--- config.mk ---
export PLATFORM = sky130hd
export DESIGN_NAME = pipe_mem_responder_flat
export DESIGN_NICKNAME = d
export VERILOG_FILES = /design/src/rtl/pipe_mem_if.sv /design/src/rtl/pipe_mem_responder.sv /design/src/flat_wrapper.sv
export SDC_FILE = /design/constraint.sdc
export NUM_CORES = 1
export LEC_CHECK = 0
export ABC_AREA = 0
export CAP_MARGIN = 40
export CORE_AREA = 2 2 226 228
export CTS_BUF_LIST = sky130_fd_sc_hd__clkbuf_8
export DETAILED_ROUTE_END_ITERATION = 16
export DIE_AREA = 0 0 228 230
export GPL_TIMING_DRIVEN = 0
export PLACE_DENSITY_LB_ADDON = 0.05
export SKIP_LAST_GASP = 1
export SLEW_MARGIN = 30
export SYNTH_ARGS = -nofsm -noshare
export SYNTH_HDL_FRONTEND = slang
export SYNTH_SLANG_ARGS = --single-unit
--- constraint.sdc ---
create_clock -name clk -period 18.1 [get_ports clk]
set_input_delay 1.81 -clock clk [delete_from_list [all_inputs] [get_ports clk]]
set_output_delay 1.81 -clock clk [all_outputs]
set_load 0.05 [all_outputs]
--- src/rtl/pipe_mem_if.sv ---
// pipe_mem_if: request/response bus between a pipeline and its memory responder
interface pipe_mem_if;
    logic        req_valid;
    logic        req_we;
    logic [5:0]  req_addr;
    logic [31:0] req_wdata;
    logic        req_ready;
    logic        rsp_valid;
    logic        rsp_ready;
    logic [31:0] rsp_rdata;
    logic        rsp_err;
    modport master (
        output req_valid, req_we, req_addr, req_wdata, rsp_ready,
        input  req_ready, rsp_valid, rsp_rdata, rsp_err
    );
    modport slave (
        input  req_valid, req_we, req_addr, req_wdata, rsp_ready,
        output req_ready, rsp_valid, rsp_rdata, rsp_err
    );
endinterface

--- src/rtl/pipe_mem_responder.sv ---
// pipe_mem_responder: 16-word memory answering one request at a time after WAIT_CYCLES wait states
module pipe_mem_responder #(
    parameter int WAIT_CYCLES = 2,
    parameter int DEPTH       = 16
) (
    input logic       clk,
    input logic       rst,
    pipe_mem_if.slave bus
);
    typedef enum logic [1:0] {IDLE, WAIT, RESP} state_t;
    localparam logic [3:0] WC = 4'(WAIT_CYCLES);
    state_t      state_q, state_d;
    logic [3:0]  cnt_q, cnt_d;
    logic        we_q;
    logic [5:0]  addr_q;
    logic [31:0] wdata_q;
    logic [31:0] mem_q [DEPTH];
    logic [31:0] rdata_q, rdata_d;
    logic        err_q, err_d;
    logic        accept, enter_rsp, cur_we;
    logic [5:0]  cur_addr;
    logic [31:0] cur_wdata;
    assign bus.req_ready = state_q == IDLE;
    assign bus.rsp_valid = state_q == RESP;
    assign bus.rsp_rdata = rdata_q;
    assign bus.rsp_err   = err_q;
    // Next state, wait countdown, and the response computed from the request being completed
    always_comb begin
        state_d   = state_q;
        cnt_d     = cnt_q;
        accept    = state_q == IDLE && bus.req_valid;
        cur_we    = state_q == IDLE ? bus.req_we : we_q;
        cur_addr  = state_q == IDLE ? bus.req_addr : addr_q;
        cur_wdata = state_q == IDLE ? bus.req_wdata : wdata_q;
        case (state_q)
            IDLE: if (bus.req_valid) begin
                state_d = WC == 4'd0 ? RESP : WAIT;
                cnt_d   = WC;
            end
            WAIT: begin
                cnt_d   = cnt_q - 4'd1;
                state_d = cnt_q == 4'd1 ? RESP : WAIT;
            end
            RESP: state_d = bus.rsp_ready ? IDLE : RESP;
            default: state_d = IDLE;
        endcase
        enter_rsp = state_d == RESP && state_q != RESP;
        err_d     = cur_addr[5:4] != 2'b00;
        rdata_d   = (cur_we || err_d) ? 32'd0 : mem_q[cur_addr[3:0]];
    end
    // Control state, latched request and registered response
    always_ff @(posedge clk or posedge rst) begin
        if (rst) begin
            state_q <= IDLE;
            cnt_q   <= '0;
            we_q    <= 1'b0;
            addr_q  <= '0;
            wdata_q <= '0;
            rdata_q <= '0;
            err_q   <= 1'b0;
        end else begin
            state_q <= state_d;
            cnt_q   <= cnt_d;
            if (accept) begin
                we_q    <= bus.req_we;
                addr_q  <= bus.req_addr;
                wdata_q <= bus.req_wdata;
            end
            if (enter_rsp) begin
                rdata_q <= rdata_d;
                err_q   <= err_d;
            end
        end
    end
    // Storage array; an in-range store lands as the response is produced
    always_ff @(posedge clk or posedge rst) begin
        if (rst) begin
            for (int i = 0; i < DEPTH; i++) mem_q[i] <= '0;
        end else if (enter_rsp && cur_we && !err_d) begin
            mem_q[cur_addr[3:0]] <= cur_wdata;
        end
    end
endmodule

--- src/flat_wrapper.sv ---
// flat-port wrapper written by rule: the top's interface ports become plain ports
module pipe_mem_responder_flat 
#(
    parameter int WAIT_CYCLES = 2,
    parameter int DEPTH       = 16
)
  (clk, rst, bus_req_valid, bus_req_we, bus_req_addr, bus_req_wdata, bus_rsp_ready, bus_req_ready, bus_rsp_valid, bus_rsp_rdata, bus_rsp_err);
  pipe_mem_if bus_i ();
  input logic clk;
  input logic rst;
  input wire logic [$bits(bus_i.req_valid)-1:0] bus_req_valid;
  input wire logic [$bits(bus_i.req_we)-1:0] bus_req_we;
  input wire logic [$bits(bus_i.req_addr)-1:0] bus_req_addr;
  input wire logic [$bits(bus_i.req_wdata)-1:0] bus_req_wdata;
  input wire logic [$bits(bus_i.rsp_ready)-1:0] bus_rsp_ready;
  output wire logic [$bits(bus_i.req_ready)-1:0] bus_req_ready;
  output wire logic [$bits(bus_i.rsp_valid)-1:0] bus_rsp_valid;
  output wire logic [$bits(bus_i.rsp_rdata)-1:0] bus_rsp_rdata;
  output wire logic [$bits(bus_i.rsp_err)-1:0] bus_rsp_err;
  assign bus_i.req_valid = bus_req_valid;
  assign bus_i.req_we = bus_req_we;
  assign bus_i.req_addr = bus_req_addr;
  assign bus_i.req_wdata = bus_req_wdata;
  assign bus_i.rsp_ready = bus_rsp_ready;
  assign bus_req_ready = bus_i.req_ready;
  assign bus_rsp_valid = bus_i.rsp_valid;
  assign bus_rsp_rdata = bus_i.rsp_rdata;
  assign bus_rsp_err = bus_i.rsp_err;
  pipe_mem_responder #(.WAIT_CYCLES(WAIT_CYCLES), .DEPTH(DEPTH)) u_core (.clk(clk), .rst(rst), .bus(bus_i));
endmodule
==> impl_metrics.json, run 1 <==
{
  "synth_top_cell_by_area": "dfrtp_1",
  "yosys-top-cells-area": "dfrtp_1 60%, a21oi_1 9.8%, nor2_1 7.8%",
  "place_hpwl_um": 62720,
  "final.setup.tns_ps": 0,
  "hp-start": "u_core.wdata_q[7]",
  "vias": 21950,
  "cts_root_buffer": "clkbuf_8",
  "period_share_pct": 26.88,
  "die_w_um": 228,
  "synth_fp_nets": 2602,
  "drt_wl_total_um": 93420,
  "antenna_found_initial": 4,
  "required_ps": 16290,
  "core_area_sq_mm": 0.04986,
  "syn_to_final_growth_pct": 17.25,
  "synth.avg_cell_area_sq_um": 9.646,
  "critPathLaunchType": "flop",
  "slew_headroom_pct": 40.70,
  "grt_use_total_pct": 35.74,
  "drc": 0,
  "worstRegToRegCells": 10,
  "slew_viol_final": 0,
  "postCtsSetupRepairBufs": 0,
  "grt_pass1_vias": 21830,
  "clkTransAtPathRegs_ps": 60,
  "post_drt_wl_per_cell_um": 26.46,
  "grt_pass1_wl_um": 139200,
  "port_buffers": 77,
  "drive_above_1_share_pct": 12.89,
  "die-area_sq_mm": 0.05244,
  "yosysUniqueCellTypes": 40,
  "drt_iter0_drc": 2454,
  "place_congestion": 0.9090,
  "clock_sinks": 590,
  "r2r_start": "u_core.state_q[1]",
  "setup_viol": 0,
  "hold_path_class": "flop to flop",
  "dpl_worst_slack_ps": 13010,
  "power_leakage_nw": 13.59,
  "grt_max_degree": 31,
  "crit_fanout": 11,
  "layout.nets": 2825,
  "grt_remaining_overflow": 0,
  "cts_resized": 0,
  "dr.pass1.iters": 6,
  "fmax_mhz": 205.6,
  "fin_area_sq_mm": 0.02892,
  "cts_tree": "yes",
  "io_pins": 78,
  "synthCells": 2557,
  "cts_buffers": 98,
  "initial_utilization_pct": 49.46,
  "worstHoldEndpoint": "u_core.wdata_q[7]",
  "final.setup.worst_slack_ps": 13240,
  "yosys_warnings": 0,
  "worstSetupEndpointType": "output pin",
  "cap_violations": 0,
  "yosysSeqAreaShare_pct": 59.86,
  "postCtsHoldBufs": 0,
  "h-tree-depth": 3,
  "clock_path_buffers": 3,
  "r2r_slack_ps": 14450,
  "tightestPinTransition_ps": 889.5,
  "utilization_pct": 58.00,
  "ant_nets": 0,
  "min_path_cells": 2,
  "worstReg2RegEnd": "u_core.bus.rsp_rdata[4]",
  "hold_violations": 0,
  "cp.arrival_ps": 3050,
  "die_h_um": 230,
  "syn_area_sq_mm": 0.02466,
  "finalClockSkew_ps": 32.26,
  "placed_cell_area_sq_mm": 0.02691,
  "power_density_mw_per_mm2": 194.5,
  "ys_ff_latch": 590,
  "worstSkewPairLatency_ps": 720,
  "synth.top_cell.area_share_pct": 59.86,
  "status": "complete, no violations",
  "vdd_drop_max_v": 0.00009735,
  "via_per_inst": 6.218,
  "crit_type": "flop to output pin",
  "rsz0062_at_grt": "false",
  "fin_crit_ps": 4864,
  "num_rows": 82
}
[cells in the final DEF, fill, tap and decap left out, drive strengths merged]
cell type        n
a41oi            1
nand4b           1
nand4           31
inv             61
a31oi            4
clkbuf         222
a21o             2
buf            170
nor2b            1
clkinv           9
nand2          151
dfrtp          590
clkdlybuf4s50   77
ha               2
xor2             1
nand3b           4
mux2i           33
nor3b            1
o21ai          167
nand3            4
or2              1
nor4            13
or3              3
nor4b            2
nand2b           3
bufinv           1
diode            3
nor4bb           2
o22ai          256
and2             5
clkinvlp         6
or4              1
nor2           518
a21oi          512
[synthesized netlist by cell type]
cell	instances
a21o_1	2
a21oi_1	484
a21oi_2	28
a31oi_1	1
a31oi_4	3
a41oi_1	1
and2_0	2
and2_1	3
buf_1	1
buf_2	118
buf_4	1
buf_6	10
clkbuf_1	95
clkinv_2	1
dfrtp_1	590
ha_1	2
inv_1	22
mux2i_1	32
mux2i_2	1
nand2_1	151
nand2b_1	3
nand3_1	4
nand3b_1	4
nand4_1	31
nand4b_1	1
nor2_1	514
nor2_2	4
nor2b_1	1
nor3b_2	1
nor4_1	1
nor4_4	12
nor4b_1	2
nor4bb_1	2
o21ai_0	136
o21ai_1	31
o22ai_1	256
or2_1	1
or3_1	3
or4_1	1
xor2_1	1
[power breakdown]
| group | switching (W) | internal [W] | total (W) |
|---|---|---|---|
| logic | 0.00168 | 0.000767 | 0.00245 |
| registers | 0.000249 | 0.00176 | 0.00201 |
| clock network | 0.000554 | 0.000615 | 0.00117 |
[metal layers]
layer / share of wire [%] / vias to the layer above / track usage [%] / wire length, um
met1: 40 / 11030 / 47.54 / 37300
met2: 45 / 1280 / 54.69 / 42030
met3: 10 / 248 / 9.400 / 9718
li1: - / 9386 / - / -
met5: 0.014 / - / 0 / 13
met4: 4.7 / 2 / 17.40 / 4355
[critical path, stage by stage, from the launching register on]
cell	delay (ps)
dfrtp_1	350
buf_2	170
or2_1	230
buf_6	160
clkinv_2	60
buf_6	190
buf_2	320
clkdlybuf4s50_1	870
[worst max path at each step]
stage                                  from                       to  slack [ps]  depth (start not counted)
after floorplan                         rst         u_core.addr_q[0]        8250                          1
after global placement                  rst        u_core.mem_q[390]        4740                          2
after detailed placement    bus_req_addr[0]  u_core.bus.rsp_rdata[4]       13010                          9
after CTS                 u_core.state_q[1]            bus_req_ready       13210                          7
after global routing      u_core.state_q[1]            bus_req_ready       13180                          7
final                     u_core.state_q[1]            bus_req_ready       13240                          7
[final cells by class]
cell class,count,area [sq um]
plain buffers,225,1079
inverters,23,91.34
well taps,672,840.8
repair buffers,123,1465
diodes,3,7.507
flip-flops and latches,590,14760
fillers,4458,20940
clock buffers,121,1665
clock inverters,54,265.3
multi-input cells,1719,8741
[metrics by stage]
stage               cells  power (W)  hold WS [ps]
global placement     3306   0.004282         457.4
finish               3530   0.005626         470.6
global route         3527   0.005886         494.1
detailed placement   3344   0.004377         461.1
floorplan            2557   0.003453         445.0
CTS                  3519   0.005545         474.9
[cells by family (layout without fill, tap and decap cells)]
group	after synthesis	count (layout)	synth area share (%)
AO/OA/AOI/OAI	942	942	21.08
XOR/XNOR	1	1	0.03552
adder cells (fa/ha/maj)	2	2	0.1014
buffers and inverters	248	546	4.698
flip-flops	590	590	59.86
multiplexers	33	33	1.355
other	0	3	0
AND/OR/NAND/NOR	741	741	12.87
[state kept, by name (all words and copies together) (netlist names)]
name and cells:
u_core.we_q 1, u_core.addr_q 6, u_core.bus.rsp_rdata 32, u_core.mem_q 512, u_core.cnt_q 4, u_core.bus.rsp_err 1
u_core.wdata_q 32, u_core.state_q 2
Power figures use the tool's default switching activity.
==> run 2: changes to the inputs <==
clock period = 4.3 ns   (was 18.1 ns; I/O delays follow)
==> results of run 2 <==
Same layout as run 1 (identical final DEF). Status: complete, no violations.
Among the figures that moved: setup slack after placement 13010 ps -> 592.9 ps; setup slack after layout 13240 ps -> 654.1 ps; hold slack 470.6 ps -> 135.6 ps; end point of the critical path bus_req_ready -> u_core.bus.rsp_rdata[4]; register-to-register setup slack 14450 ps -> 650 ps; total power 0.005626 W -> 0.02368 W; worst IR drop on VDD 0.00009735 V -> 0.0004098 V
